==> src/rtl/c2_uart_pkg.sv <==
// c2_uart_pkg: shared receiver state type and constants.
// Imported by every file of the uart_rx_stream slice.
package c2_uart_pkg;

    localparam int DATA_W = 8;
    localparam int CLK_DIV_DEFAULT = 217;

    typedef enum logic [2:0] {
        ST_IDLE,
        ST_START,
        ST_DATA,
        ST_STOP,
        ST_BREAK
    } rx_state_t;

endpackage

==> src/rtl/uart_rx_stream_if.sv <==
// uart_rx_stream_if: valid/ready byte stream leaving the receiver.
interface uart_rx_stream_if;
    import c2_uart_pkg::*;

    logic [DATA_W-1:0] data;
    logic              valid;
    logic              ready;

    modport master (
        output data,
        output valid,
        input  ready
    );

    modport slave (
        input  data,
        input  valid,
        output ready
    );

endinterface

==> src/rtl/uart_rx_fifo.sv <==
// uart_rx_fifo: first-word fall-through byte FIFO.
// Pointers carry one extra wrap bit to tell full from empty.
module uart_rx_fifo
    import c2_uart_pkg::*;
#(
    parameter int DEPTH = 4
) (
    input  logic              clk,
    input  logic              rst,
    input  logic              push,
    input  logic [DATA_W-1:0] push_data,
    input  logic              pop,
    output logic [DATA_W-1:0] head,
    output logic              full,
    output logic              empty
);

    localparam int AW = $clog2(DEPTH);

    logic [DATA_W-1:0] mem [DEPTH];
    logic [AW:0]       wr_ptr;
    logic [AW:0]       rd_ptr;
    logic              do_push;
    logic              do_pop;

    assign empty = (wr_ptr == rd_ptr);
    assign full  = (wr_ptr[AW] != rd_ptr[AW]) &&
                   (wr_ptr[AW-1:0] == rd_ptr[AW-1:0]);

    // A pop on a full FIFO frees the slot the push lands in.
    assign do_pop  = pop && !empty;
    assign do_push = push && (!full || do_pop);
    assign head    = mem[rd_ptr[AW-1:0]];

    always_ff @(posedge clk) begin
        if (rst) begin
            wr_ptr <= '0;
            rd_ptr <= '0;
            for (int i = 0; i < DEPTH; i++) begin
                mem[i] <= '0;
            end
        end else begin
            if (do_push) begin
                mem[wr_ptr[AW-1:0]] <= push_data;
                wr_ptr <= wr_ptr + 1'b1;
            end
            if (do_pop) begin
                rd_ptr <= rd_ptr + 1'b1;
            end
        end
    end

endmodule

==> src/rtl/uart_rx_stream.sv <==
// uart_rx_stream: 8N1 UART receiver with a valid/ready byte output.
// Define C2_UART_RX_FIFO_EN to buffer bytes in uart_rx_fifo.
module uart_rx_stream
    import c2_uart_pkg::*;
#(
    parameter int CLK_DIV    = CLK_DIV_DEFAULT,
    parameter int FIFO_DEPTH = 4
) (
    input  logic             clk,
    input  logic             rst,
    input  logic             rx,
    uart_rx_stream_if.master stream,
    output logic             frame_err,
    output logic             overrun
);

    localparam int CW = $clog2(CLK_DIV);
    localparam int BW = $clog2(DATA_W);
    localparam logic [CW-1:0] HALF_RELOAD = CW'(CLK_DIV / 2 - 1);
    localparam logic [CW-1:0] BIT_RELOAD  = CW'(CLK_DIV - 1);
    localparam logic [BW-1:0] LAST_BIT    = BW'(DATA_W - 1);

    logic              rx_meta;
    logic              rx_sync;
    logic [1:0]        warm;
    logic              armed;
    rx_state_t         state;
    logic [CW-1:0]     cnt;
    logic [BW-1:0]     bit_idx;
    logic [DATA_W-1:0] shift;
    logic              byte_done;

    // armed = previous synchronized sample was a real 1, not the preset.
    always_ff @(posedge clk) begin
        if (rst) begin
            rx_meta <= 1'b1;
            rx_sync <= 1'b1;
            warm    <= '0;
            armed   <= 1'b0;
        end else begin
            rx_meta <= rx;
            rx_sync <= rx_meta;
            warm    <= {warm[0], 1'b1};
            armed   <= warm[1] & rx_sync;
        end
    end

    always_ff @(posedge clk) begin
        if (rst) begin
            state     <= ST_IDLE;
            cnt       <= '0;
            bit_idx   <= '0;
            shift     <= '0;
            byte_done <= 1'b0;
            frame_err <= 1'b0;
        end else begin
            byte_done <= 1'b0;
            frame_err <= 1'b0;
            unique case (state)
                ST_IDLE: begin
                    if (armed && !rx_sync) begin
                        state <= ST_START;
                        cnt   <= HALF_RELOAD;
                    end
                end
                ST_START: begin
                    if (cnt != '0) begin
                        cnt <= cnt - 1'b1;
                    end else if (rx_sync) begin
                        state <= ST_IDLE;
                    end else begin
                        state   <= ST_DATA;
                        cnt     <= BIT_RELOAD;
                        bit_idx <= '0;
                    end
                end
                ST_DATA: begin
                    if (cnt != '0) begin
                        cnt <= cnt - 1'b1;
                    end else begin
                        shift   <= {rx_sync, shift[DATA_W-1:1]};
                        cnt     <= BIT_RELOAD;
                        bit_idx <= bit_idx + 1'b1;
                        if (bit_idx == LAST_BIT) begin
                            state <= ST_STOP;
                        end
                    end
                end
                ST_STOP: begin
                    if (cnt != '0) begin
                        cnt <= cnt - 1'b1;
                    end else if (rx_sync) begin
                        byte_done <= 1'b1;
                        state     <= ST_IDLE;
                    end else begin
                        frame_err <= 1'b1;
                        state     <= ST_BREAK;
                    end
                end
                ST_BREAK: begin
                    if (rx_sync) begin
                        state <= ST_IDLE;
                    end
                end
                default: state <= ST_IDLE;
            endcase
        end
    end

`ifdef C2_UART_RX_FIFO_EN
    localparam bit FIFO_EN = 1'b1;

    logic full;
    logic empty;

    uart_rx_fifo #(
        .DEPTH(FIFO_DEPTH)
    ) u_fifo (
        .clk      (clk),
        .rst      (rst),
        .push     (byte_done),
        .push_data(shift),
        .pop      (stream.ready),
        .head     (stream.data),
        .full     (full),
        .empty    (empty)
    );

    assign stream.valid = !empty;

    always_ff @(posedge clk) begin
        if (rst) begin
            overrun <= 1'b0;
        end else begin
            overrun <= byte_done && full && !stream.ready;
        end
    end
`else
    localparam bit FIFO_EN = 1'b0;

    // A byte landing on the cycle of a transfer replaces the old one.
    always_ff @(posedge clk) begin
        if (rst) begin
            stream.data  <= '0;
            stream.valid <= 1'b0;
            overrun      <= 1'b0;
        end else begin
            overrun <= 1'b0;
            if (byte_done) begin
                if (!stream.valid || stream.ready) begin
                    stream.data  <= shift;
                    stream.valid <= 1'b1;
                end else begin
                    overrun <= 1'b1;
                end
            end else if (stream.valid && stream.ready) begin
                stream.valid <= 1'b0;
            end
        end
    end
`endif

    if (FIFO_EN && (FIFO_DEPTH < 2 || FIFO_DEPTH > 16 ||
        (FIFO_DEPTH & (FIFO_DEPTH - 1)) != 0)) begin : g_bad_depth
        $error("uart_rx_stream: FIFO_DEPTH must be a power of two in 2..16");
    end

endmodule

==> src/flat_wrapper.sv <==
// flat-port wrapper written by rule: the top's interface ports become plain ports
module uart_rx_stream_flat import c2_uart_pkg::*;
#(
    parameter int CLK_DIV    = CLK_DIV_DEFAULT,
    parameter int FIFO_DEPTH = 4
)
  (clk, rst, rx, frame_err, overrun, stream_data, stream_valid, stream_ready);
  uart_rx_stream_if stream_i ();
  input  logic clk;
  input  logic rst;
  input  logic rx;
  output logic frame_err;
  output logic overrun;
  output wire logic [$bits(stream_i.data)-1:0] stream_data;
  output wire logic [$bits(stream_i.valid)-1:0] stream_valid;
  input wire logic [$bits(stream_i.ready)-1:0] stream_ready;
  assign stream_data = stream_i.data;
  assign stream_valid = stream_i.valid;
  assign stream_i.ready = stream_ready;
  uart_rx_stream #(.CLK_DIV(CLK_DIV), .FIFO_DEPTH(FIFO_DEPTH)) u_core (.clk(clk), .rst(rst), .rx(rx), .stream(stream_i), .frame_err(frame_err), .overrun(overrun));
endmodule
==> config.mk <==
export PLATFORM = sky130hd
export DESIGN_NAME = uart_rx_stream_flat
export DESIGN_NICKNAME = d
export VERILOG_FILES = /design/src/rtl/c2_uart_pkg.sv /design/src/rtl/uart_rx_stream_if.sv /design/src/rtl/uart_rx_fifo.sv /design/src/rtl/uart_rx_stream.sv /design/src/flat_wrapper.sv
export SDC_FILE = /design/constraint.sdc
export NUM_CORES = 1
export LEC_CHECK = 0
export BUFFER_PORTS_ARGS = -buffer_cell sky130_fd_sc_hd__buf_2
export CAP_MARGIN = 10
export CORE_MARGIN = 3
export CORE_UTILIZATION = 58
export CTS_BUF_LIST = sky130_fd_sc_hd__clkbuf_16
export DETAILED_ROUTE_END_ITERATION = 8
export HOLD_SLACK_MARGIN = 0.1
export PLACE_DENSITY = 0.79
export RECOVER_POWER = 25
export SLEW_MARGIN = 40
export SYNTH_ARGS = -nofsm -noshare
export SYNTH_HDL_FRONTEND = slang
export SYNTH_HIERARCHICAL = 1
export SYNTH_SLANG_ARGS = --single-unit
==> constraint.sdc <==
create_clock -name clk -period 2.85 [get_ports clk]
set_input_delay 0.285 -clock clk [delete_from_list [all_inputs] [get_ports clk]]
set_output_delay 0.285 -clock clk [all_outputs]
set_load 0.01 [all_outputs]
==> impl_metrics.tcl, run 1 <==
set metrics [dict create \
    status "finished, final reports clean" \
    avgSynthCellArea_um2 9.20 \
    grt_overflow 0 \
    finalSetupTns_ns 0 \
    drt-initial-drc-count 117 \
    ys_ff_latch 39 \
    fin_crit_ns 2.43 \
    reg2reg_slack_ns 0.42 \
    grt_start_max_net_pins 36 \
    min_path_cells 2 \
    fmax_ghz 0.412 \
    ys.flop_type "dfxtp_1" \
    cts_setup_buffers 0 \
    grt_antenna_before_repair 0 \
    setup-violations-final 0 \
    worstSetupStartpointType "register" \
    ys_seq_area_share_pct 43.1 \
    holdCritStartpoint "rx" \
    grt_pass1_vias 1382 \
    fin_worst_skew_ns 0.00350 \
    final_area_um2 2050 \
    drt_first_pass_iters 5 \
    rsz0062_at_grt "false" \
    netlist-cell-type-count 48 \
    start_util_pct 63.0 \
    vias 1532 \
    fin_crit_sh_pct 85.1 \
    final_cell_mix "39 x dfxtp_1, 30 x nor2_1, 17 x mux2i_1" \
    crit_start "u_core/cnt[0]" \
    holdBufCountCts 0 \
    cellPowerDensity_nw_per_um2 949 \
    drc_errors 0 \
    numCtsBuffers 5 \
    grt_use_total_pct 23.7 \
    routed_wirelength_um 4040 \
    numClockSinks 39 \
    die-width_um 61.9 \
    drv_cap 0 \
    final_common_cell "dfxtp_1" \
    gp_congestion 0.930 \
    wl_per_cell_um 16.2 \
    async_reset_ff_share_pct 0 \
    drive_gt1_share_pct 11.1 \
    nets 215 \
    portBuffers 14 \
    slew_headroom_pct 1.82 \
    fill_cells 231 \
    num_rows 19 \
    leakagePower_nw 0.831 \
    yosysWarnings 6 \
    diodes 0 \
    tightest_slew_ns 1.47 \
    hold_class "in2reg" \
    hold_violations 0 \
    critPathKind "reg2reg" \
    clk_pin_slew_worst_paths_ns 0.05 \
    synth_edf_count 0 \
    grt_pass1_wl_um 6620 \
    clock_path_buffers 2 \
    synth_area_um2 1810 \
    endpoint_kind "register" \
    arrival_ns 2.51 \
    syn_inst 197 \
    core_area_um2 2880 \
    io_pins 15 \
    via_per_inst 6.13 \
    htree_num_levels 2 \
    ctsResizeCount 0 \
    area_growth_syn_to_layout_pct 13.2 \
    synth_nets 205 \
    r2r_start "u_core/cnt[0]" \
    fin_util_pct 71.3 \
    die_area_um2 3830 \
    cp_max_fo 10 \
    root_buffer "clkbuf_16" \
    slew_violations 0 \
    dp_hpwl_um 2670 \
    cp.required_ns 2.93 \
    ant_nets 0 \
    worstRegToRegCells 6 \
    hold_ws_ns 0.188 \
    die_h_um 61.9 \
    cts_tree "built" \
    peakVddDrop_mv 0.516 \
    clock_latency_ns 0.28 \
    placed_cell_area_um2 1900 \
]
[cell type report]
type                            count  area, um2  share of cell area (%)
Clock buffer                        5        125                    6.10
Multi-Input combinational cell    137        951                    46.3
Timing Repair Buffer               16       73.8                    3.60
Tap cell                           42       52.6                    2.56
Sequential cell                    39        781                    38.0
Inverter                            8       30.0                    1.46
Clock inverter                      3       38.8                    1.89
[metal layers]
layer  part of all wire, %  vias up  track usage [%]  wire length (um)
li1                      -      744                -                 -
met1                    44      722             32.2              1760
met2                    48       58             36.0              1940
met3                   6.8        8             7.44               276
met4                   1.4        0             7.58                58
met5                     0        -                0                 0
[registers in the layout, summed over array words and instances (netlist names)]
signal and flops:
u_core/bit_idx 3, u_core/stream.valid 1, u_core/rx_meta 1, u_core/byte_done 1
u_core/frame_err 1, u_core/cnt 8, u_core/warm 2, u_core/shift 8
u_core/stream.data 8, u_core/overrun 1, u_core/armed 1, u_core/rx_sync 1
u_core/state 3
[synthesized netlist by cell type, types with 2 or more instances]
library cell / instances / area share, %
a21o_1: 3 / 1.2
o211ai_1: 5 / 2.1
nor2_1: 30 / 6.2
nand2b_1: 3 / 1.0
nand3_1: 2 / 0.55
inv_1: 8 / 1.7
a32o_1: 3 / 1.7
or4_1: 2 / 0.83
clkbuf_1: 9 / 1.9
mux2i_1: 17 / 9.4
dfxtp_1: 39 / 43
nor3b_1: 4 / 1.7
nor2b_1: 4 / 1.4
ha_1: 4 / 2.8
or2_2: 3 / 1.0
o41ai_1: 2 / 0.97
and3_1: 3 / 1.0
or3_1: 2 / 0.69
a22oi_1: 2 / 0.83
nor4b_1: 2 / 0.97
o311ai_0: 4 / 1.9
a21oi_1: 3 / 0.83
nor4_1: 5 / 1.7
o21ai_0: 4 / 1.1
a211oi_1: 2 / 0.83
nand2_1: 5 / 1.0
nor3_1: 6 / 1.7
[logic make-up (layout without fill, tap and decap cells)]
| group | count (synthesis) | count (layout) | synth area share (%) |
|---|---|---|---|
| AOI/OAI and AO/OA | 40 | 40 | 17.3 |
| xor gates and xnor gates | 1 | 1 | 0.483 |
| adders and majority gates | 4 | 4 | 2.76 |
| buffers and inverters | 21 | 32 | 5.04 |
| DFF | 39 | 39 | 43.1 |
| muxes | 18 | 18 | 10.0 |
| and+or+nand+nor | 74 | 74 | 21.4 |
[per-stage QoR]
| stage | std cells | worst slack [ns] | power (mW) |
|---|---|---|---|
| after floorplan | 197 | 0.653 | 1.19 |
| after global placement | 242 | 0.609 | 1.32 |
| after detailed placement | 242 | 0.523 | 1.33 |
| after CTS | 250 | 0.487 | 1.94 |
| after global routing | 250 | 0.358 | 2.06 |
| final | 250 | 0.424 | 1.95 |
[report_power, final]
group	switching, mW	internal [mW]
clock	0.197	0.407
sequential	0.0762	0.598
combinational	0.400	0.268
[final timing paths]
kind,to
max,u_core/cnt[0]
min,u_core/rx_meta
max reg2reg,u_core/cnt[0]
min reg2reg,u_core/rx_sync
[critical path, cell delays in order, from the launching register on]
cell      delay [ns]
dfxtp_1         0.33
inv_1           0.13
ha_1            0.20
or3b_2          0.57
or4_1           0.68
nand2_1         0.22
a221oi_2        0.10
Note: power is estimated with default switching activity, not from simulation.
==> run 2: changes to the inputs <==
--- a/config.mk
+++ b/config.mk
@@ -12,7 +12,7 @@
 export CTS_BUF_LIST = sky130_fd_sc_hd__clkbuf_16
 export DETAILED_ROUTE_END_ITERATION = 8
 export HOLD_SLACK_MARGIN = 0.1
-export PLACE_DENSITY = 0.79
+export PLACE_DENSITY = 0.86
 export RECOVER_POWER = 25
 export SLEW_MARGIN = 40
 export SYNTH_ARGS = -nofsm -noshare
==> run 2 against run 1 <==
  * Critical path type unchanged
  * Wire length down 2.2%
  * Die area unchanged
  * First-iteration DRC count rose by 26%
  * Critical endpoint unchanged
  * Final cell count stayed put
  * Largest cell class unchanged
  * Hold slack improved by 0.0094 ns
  * Global-route usage shrank 0.64 points
  * Fmax rose by 0.93%
  * Clock skew rose by 0.0015 ns
  * Register-to-register slack gained 0.02 ns
==> impl_metrics.tcl, run 2 (synthesis results as in run 1) <==
set metrics [dict create \
    status "finished, final reports clean" \
    dp_hpwl_um 2740 \
    num_rows 19 \
    ctsResizeCount 0 \
    portBuffers 14 \
    diodes 0 \
    peakVddDrop_mv 0.589 \
    cts_setup_buffers 0 \
    routed_wirelength_um 3950 \
    wl_per_cell_um 15.8 \
    largestRegisters "u_core/cnt (8), u_core/shift (8), u_core/stream.data (8)" \
    grt_use_total_pct 23.1 \
    worstSetupStartpointType "register" \
    grt_pass1_wl_um 6560 \
    drt_first_pass_iters 4 \
    fmax_ghz 0.416 \
    gp_congestion 0.910 \
    crit_chain "inv_1 -> ha_1 -> or3b_2 -> or4_1 -> nand2_1 -> a221oi_2" \
    start_util_pct 63.0 \
    grt_pass1_vias 1504 \
    numClockSinks 39 \
    drt-initial-drc-count 148 \
    grt_start_max_net_pins 36 \
    holdBufCountCts 0 \
    ant_nets 0 \
    final_area_um2 2040 \
    core_area_um2 2880 \
    tightest_slew_ns 1.41 \
    vias 1551 \
    finalSetupTns_ns 0 \
    numCtsBuffers 5 \
    clock_latency_ns 0.28 \
    htree_num_levels 2 \
    nets 215 \
    die-width_um 61.9 \
    fin_crit_sh_pct 84.3 \
    setup-violations-final 0 \
    grt_antenna_before_repair 0 \
    root_buffer "clkbuf_16" \
    final_common_cell "dfxtp_1" \
    placed_cell_area_um2 1900 \
    critPathKind "reg2reg" \
    arrival_ns 2.49 \
    leakagePower_nw 0.820 \
    drv_cap 0 \
    cp_max_fo 10 \
    final_cell_mix "39 x dfxtp_1, 30 x nor2_1, 17 x mux2i_1" \
    die_area_um2 3830 \
    io_pins 15 \
    grt_overflow 0 \
    slew_violations 0 \
    hold_class "in2reg" \
    endpoint_kind "register" \
    hold_violations 0 \
    cp.required_ns 2.94 \
    slew_headroom_pct 5.73 \
    via_per_inst 6.20 \
    cts_tree "built" \
    cellPowerDensity_nw_per_um2 928 \
    drc_errors 0 \
    fin_crit_ns 2.40 \
    die_h_um 61.9 \
    fill_cells 211 \
    reg2reg_slack_ns 0.45 \
    fin_worst_skew_ns 0.00497 \
    rsz0062_at_grt "false" \
    clock_path_buffers 2 \
    clk_pin_slew_worst_paths_ns 0.06 \
    area_growth_syn_to_layout_pct 12.4 \
    cpMaxStageDelayCell "or4_1" \
    drive_gt1_share_pct 11.5 \
    cpPeakStageDelay_ns 0.66 \
]
## run 2: cell count changes in the layout (fill, tap and decap cells not counted)
cell and delta:
clkinv_2 -1, bufinv_16 -1, clkinv_1 -1, clkinvlp_4 +1
clkinv_4 +2
## run 2: layout make-up
cell class	instances	area [um2]	area share, %
repair buffers	16	73.8	3.62
inverters	8	30.0	1.47
flip-flops and latches	39	781	38.3
well taps	42	52.6	2.58
clock inverters	3	25.0	1.23
clock buffers	5	125	6.14
multi-input cells	137	951	46.7
## run 2: final timing paths
| check | start | endpoint | cells after the start |
|---|---|---|---|
| min | rx | u_core/rx_meta | 2 |
| min reg2reg | u_core/rx_meta | u_core/rx_sync | 1 |
| max reg2reg | u_core/cnt[0] | u_core/cnt[0] | 6 |
| max | u_core/cnt[0] | u_core/cnt[0] | 6 |
## run 2: worst max-delay path: cells and delay by family (launching register included)
kind	cells	cell delay, ns
compound gates	1	0.09
flops	1	0.34
buf+inv	1	0.13
simple gates	3	1.45
fa+ha+maj	1	0.20
## run 2: power by group
| group | switching (mW) | internal [mW] |
|---|---|---|
| combinational | 0.402 | 0.268 |
| clock | 0.218 | 0.326 |
| sequential | 0.0785 | 0.598 |
| total | 0.699 | 1.19 |
## run 2: routing by layer
metal / up-vias / GRT usage [%] / wire length [um]
met3: 10 / 5.58 / 252
li1: 743 / - / -
met1: 738 / 26.5 / 1580
met4: 0 / 11.8 / 82
met5: - / 0 / 0
met2: 60 / 39.8 / 2040
## run 2: through the flow
stage          power (mW)  util [%]  worst slack (ns)  instances  hold WS (ns)
6_report             1.89      70.9             0.446        250         0.198
5_1_grt              1.99      70.9             0.365        250         0.202
4_1_cts              1.88      71.1             0.516        250         0.198
3_5_place_dp         1.33      65.9             0.514        242         0.422
3_3_place_gp         1.30      65.9             0.641        242         0.392
2_1_floorplan        1.19         -             0.653        197         0.389
==> run 3: changes to the inputs <==
--- a/config.mk
+++ b/config.mk
@@ -5,14 +5,15 @@
 export SDC_FILE = /design/constraint.sdc
 export NUM_CORES = 1
 export LEC_CHECK = 0
+export ABC_AREA = 1
 export BUFFER_PORTS_ARGS = -buffer_cell sky130_fd_sc_hd__buf_2
 export CAP_MARGIN = 10
 export CORE_MARGIN = 3
-export CORE_UTILIZATION = 58
+export CORE_UTILIZATION = 52
 export CTS_BUF_LIST = sky130_fd_sc_hd__clkbuf_16
 export DETAILED_ROUTE_END_ITERATION = 8
 export HOLD_SLACK_MARGIN = 0.1
-export PLACE_DENSITY = 0.86
+export PLACE_DENSITY = 0.82
 export RECOVER_POWER = 25
 export SLEW_MARGIN = 40
 export SYNTH_ARGS = -nofsm -noshare
==> constraint.sdc (replaced) <==
create_clock -name clk -period 2.2 [get_ports clk]
set_input_delay 0.22 -clock clk [delete_from_list [all_inputs] [get_ports clk]]
set_output_delay 0.22 -clock clk [all_outputs]
set_load 0.01 [all_outputs]
==> run 3 against run 2 <==
  * Clock power up 46%
  * Final cell count increased by 15%
  * Die area grew 6.3%
  * Via count is 6.8% lower
  * Sequential power is 24% higher
  * Core utilization down 6.8 points
  * Synthesized area is 4.1% lower
  * Fmax rose by 50%
  * Combinational power rose by 35%
  * Wire length is 17% lower
  * Synthesized cell count rose by 15%
  * Critical path type unchanged
  * Critical endpoint is now u_core/shift[1]
==> impl_metrics.tcl, run 3 <==
set metrics [dict create \
    die-width_um 63.8 \
    netlist-cell-type-count 29 \
    grt_use_total_pct 18.5 \
    synth_edf_count 0 \
    final_common_cell "nor2_1" \
    die_area_um2 4070 \
    min_path_cells 2 \
    final_cell_mix "43 x nor2_1, 39 x dfxtp_1, 30 x nand2_1" \
    diodes 0 \
    area_growth_syn_to_layout_pct 15.3 \
    endpoint_kind "register" \
    synth_xor_area_share_pct 1.01 \
    ys.flop_type "dfxtp_1" \
    drc_errors 0 \
    synth_compound_area_share_pct 13.3 \
    setup_slack_ns 0.594 \
    ant_nets 0 \
    core_area_um2 3130 \
    largestRegisters "u_core/cnt (8), u_core/shift (8), u_core/stream.data (8)" \
    fin_crit_ns 1.61 \
    holdCritStartpoint "rx" \
    async_reset_ff_share_pct 0 \
    synth_nets 234 \
    final_area_um2 2000 \
    yosys.area.top_type "dfxtp_1" \
    num_rows 20 \
    cts_tree "built" \
    worstSetupStartpointType "register" \
    synth-simple-area-share_pct 31.2 \
    grt_overflow 0 \
    leakagePower_nw 0.928 \
    yosysMostFrequentCell "nor2_1" \
    die_h_um 63.8 \
    hold_class "in2reg" \
    grt_pass1_vias 1417 \
    drv_cap 0 \
    arrival_ns 1.78 \
    nets 251 \
    peakVddDrop_mv 0.741 \
    fill_cells 246 \
    io_pins 15 \
    worstRegToRegCells 9 \
    clock_latency_ns 0.28 \
    placed_cell_area_um2 1850 \
    status "finished, final reports clean" \
    numClockSinks 39 \
    yosysWarnings 6 \
    portBuffers 14 \
    fin_util_pct 64.1 \
    fin_worst_skew_ns 0.00486 \
    syn_inst 226 \
    cp_max_fo 13 \
    start_util_pct 55.6 \
    drt-initial-drc-count 68 \
    finalSetupTns_ns 0 \
    cellPowerDensity_nw_per_um2 1260 \
    grt_antenna_before_repair 0 \
    ctsResizeCount 0 \
    drt_first_pass_iters 4 \
    numCtsBuffers 5 \
    routed_wirelength_um 3270 \
    pre_cts_slack_ns 0.617 \
    reg2reg_slack_ns 0.59 \
    holdBufCountCts 0 \
    cts_setup_buffers 0 \
    hold_violations 0 \
    vias 1446 \
    wl_per_cell_um 11.3 \
    synth_fa_ha_area_share_pct 2.88 \
    avgSynthCellArea_um2 7.70 \
    htree_num_levels 2 \
    tightest_slew_ns 0.737 \
    gp_congestion 0.859 \
    rsz0062_at_grt "false" \
    ys_seq_area_share_pct 44.9 \
    synth_top_family_by_area "simple AND/OR/NAND/NOR gates" \
    setup-violations-final 0 \
    ys_top_cells_by_area "dfxtp_1 45%, nor2_1 9.3%, o21ai_0 6.6%, nand2_1 6.5%, a21oi_1 4.6%" \
    slew_headroom_pct 50.8 \
    fin_crit_sh_pct 73.0 \
    synth_common_cells "43 x nor2_1, 39 x dfxtp_1, 30 x nand2_1, 23 x o21ai_0, 18 x inv_1" \
    grt_start_max_net_pins 23 \
    fmax_ghz 0.623 \
    synthMuxAreaShare_pct 0 \
    critPathKind "reg2reg" \
    dp_hpwl_um 2270 \
    slew_violations 0 \
    synth.top_cell.area_share_pct 44.9 \
    ys_ff_latch 39 \
    drive_gt1_share_pct 17.2 \
    clk_pin_slew_worst_paths_ns 0.06 \
    cp.required_ns 2.37 \
    clock_path_buffers 2 \
    synth_area_um2 1740 \
    grt_pass1_wl_um 6000 \
    timing.rr.end "u_core/shift[1]" \
    holdPathEnd "u_core/rx_meta" \
    r2r_start "u_core/cnt[0]" \
    root_buffer "clkbuf_16" \
    via_per_inst 5.02 \
]
[run 3: changes by cell type after synthesis, sizes merged, moves of 5 or more]
| cell | before | now |
|---|---|---|
| a21oi | 3 | 16 |
| clkbuf | 9 | 3 |
| inv | 8 | 24 |
| mux2i | 17 | 0 |
| nand2 | 5 | 38 |
| nand3 | 2 | 11 |
| nor2 | 30 | 49 |
| nor4 | 5 | 0 |
| o21ai | 5 | 25 |
[run 3: final cells by class]
cell class / instances / area (um2) / share of cell area, %
multi-input cells: 158 / 842 / 42.0
flip-flops and latches: 39 / 781 / 39.0
clock buffers: 5 / 125 / 6.24
inverters: 24 / 92.6 / 4.62
repair buffers: 15 / 70.1 / 3.50
well taps: 44 / 55.1 / 2.75
clock inverters: 3 / 38.8 / 1.94
[run 3: critical path, cell delays in order (launching register included)]
cell,delay [ns]
dfxtp_1,0.33
inv_1,0.12
ha_1,0.18
nand2_2,0.10
inv_1,0.08
nand2_2,0.09
nor2_4,0.22
inv_1,0.17
nor2_1,0.14
nor2_1,0.06
[run 3: metal layers]
layer,vias up,wire length (um),track usage (%)
li1,765,-,-
met1,648,1560,21.5
met2,28,1530,31.4
met3,5,131,4.92
met4,0,52,8.36
met5,-,0,0
[run 3: kinds of logic (layout without fill, tap and decap cells)]
logic type	Yosys count	after routing
DFF	39	39
xor gates and xnor gates	2	2
AOI/OAI and AO/OA	44	44
adders and majority gates	4	4
and+or+nand+nor	108	108
buffers and inverters	29	47
[run 3: where the power goes]
part / total (mW) / switching, mW / internal [mW]
Sequential: 0.837 / 0.0702 / 0.767
Combinational: 0.903 / 0.581 / 0.322
Clock: 0.794 / 0.266 / 0.528
Total: 2.53 / 0.917 / 1.62
[run 3: worst max path at each step]
| stage | depth (start not counted) | slack [ns] | from | endpoint |
|---|---|---|---|---|
| final | 9 | 0.59 | u_core/cnt[0] | u_core/shift[1] |
| after global placement | 9 | 0.69 | u_core/cnt[0] | u_core/shift[3] |
| after floorplan | 10 | 0.80 | u_core/cnt[0] | u_core/state[2] |
| after detailed placement | 9 | 0.62 | u_core/cnt[0] | u_core/shift[6] |
| after global routing | 9 | 0.45 | u_core/cnt[0] | u_core/shift[1] |
| after CTS | 9 | 0.59 | u_core/cnt[0] | u_core/shift[1] |
[run 3: stage by stage]
step	cells	power, mW	hold slack, ns
finish	288	2.53	0.122
detailed placement	280	1.74	0.396
global route	288	2.71	0.133
floorplan	226	1.61	0.324
CTS	288	2.55	0.124
global placement	280	1.73	0.392
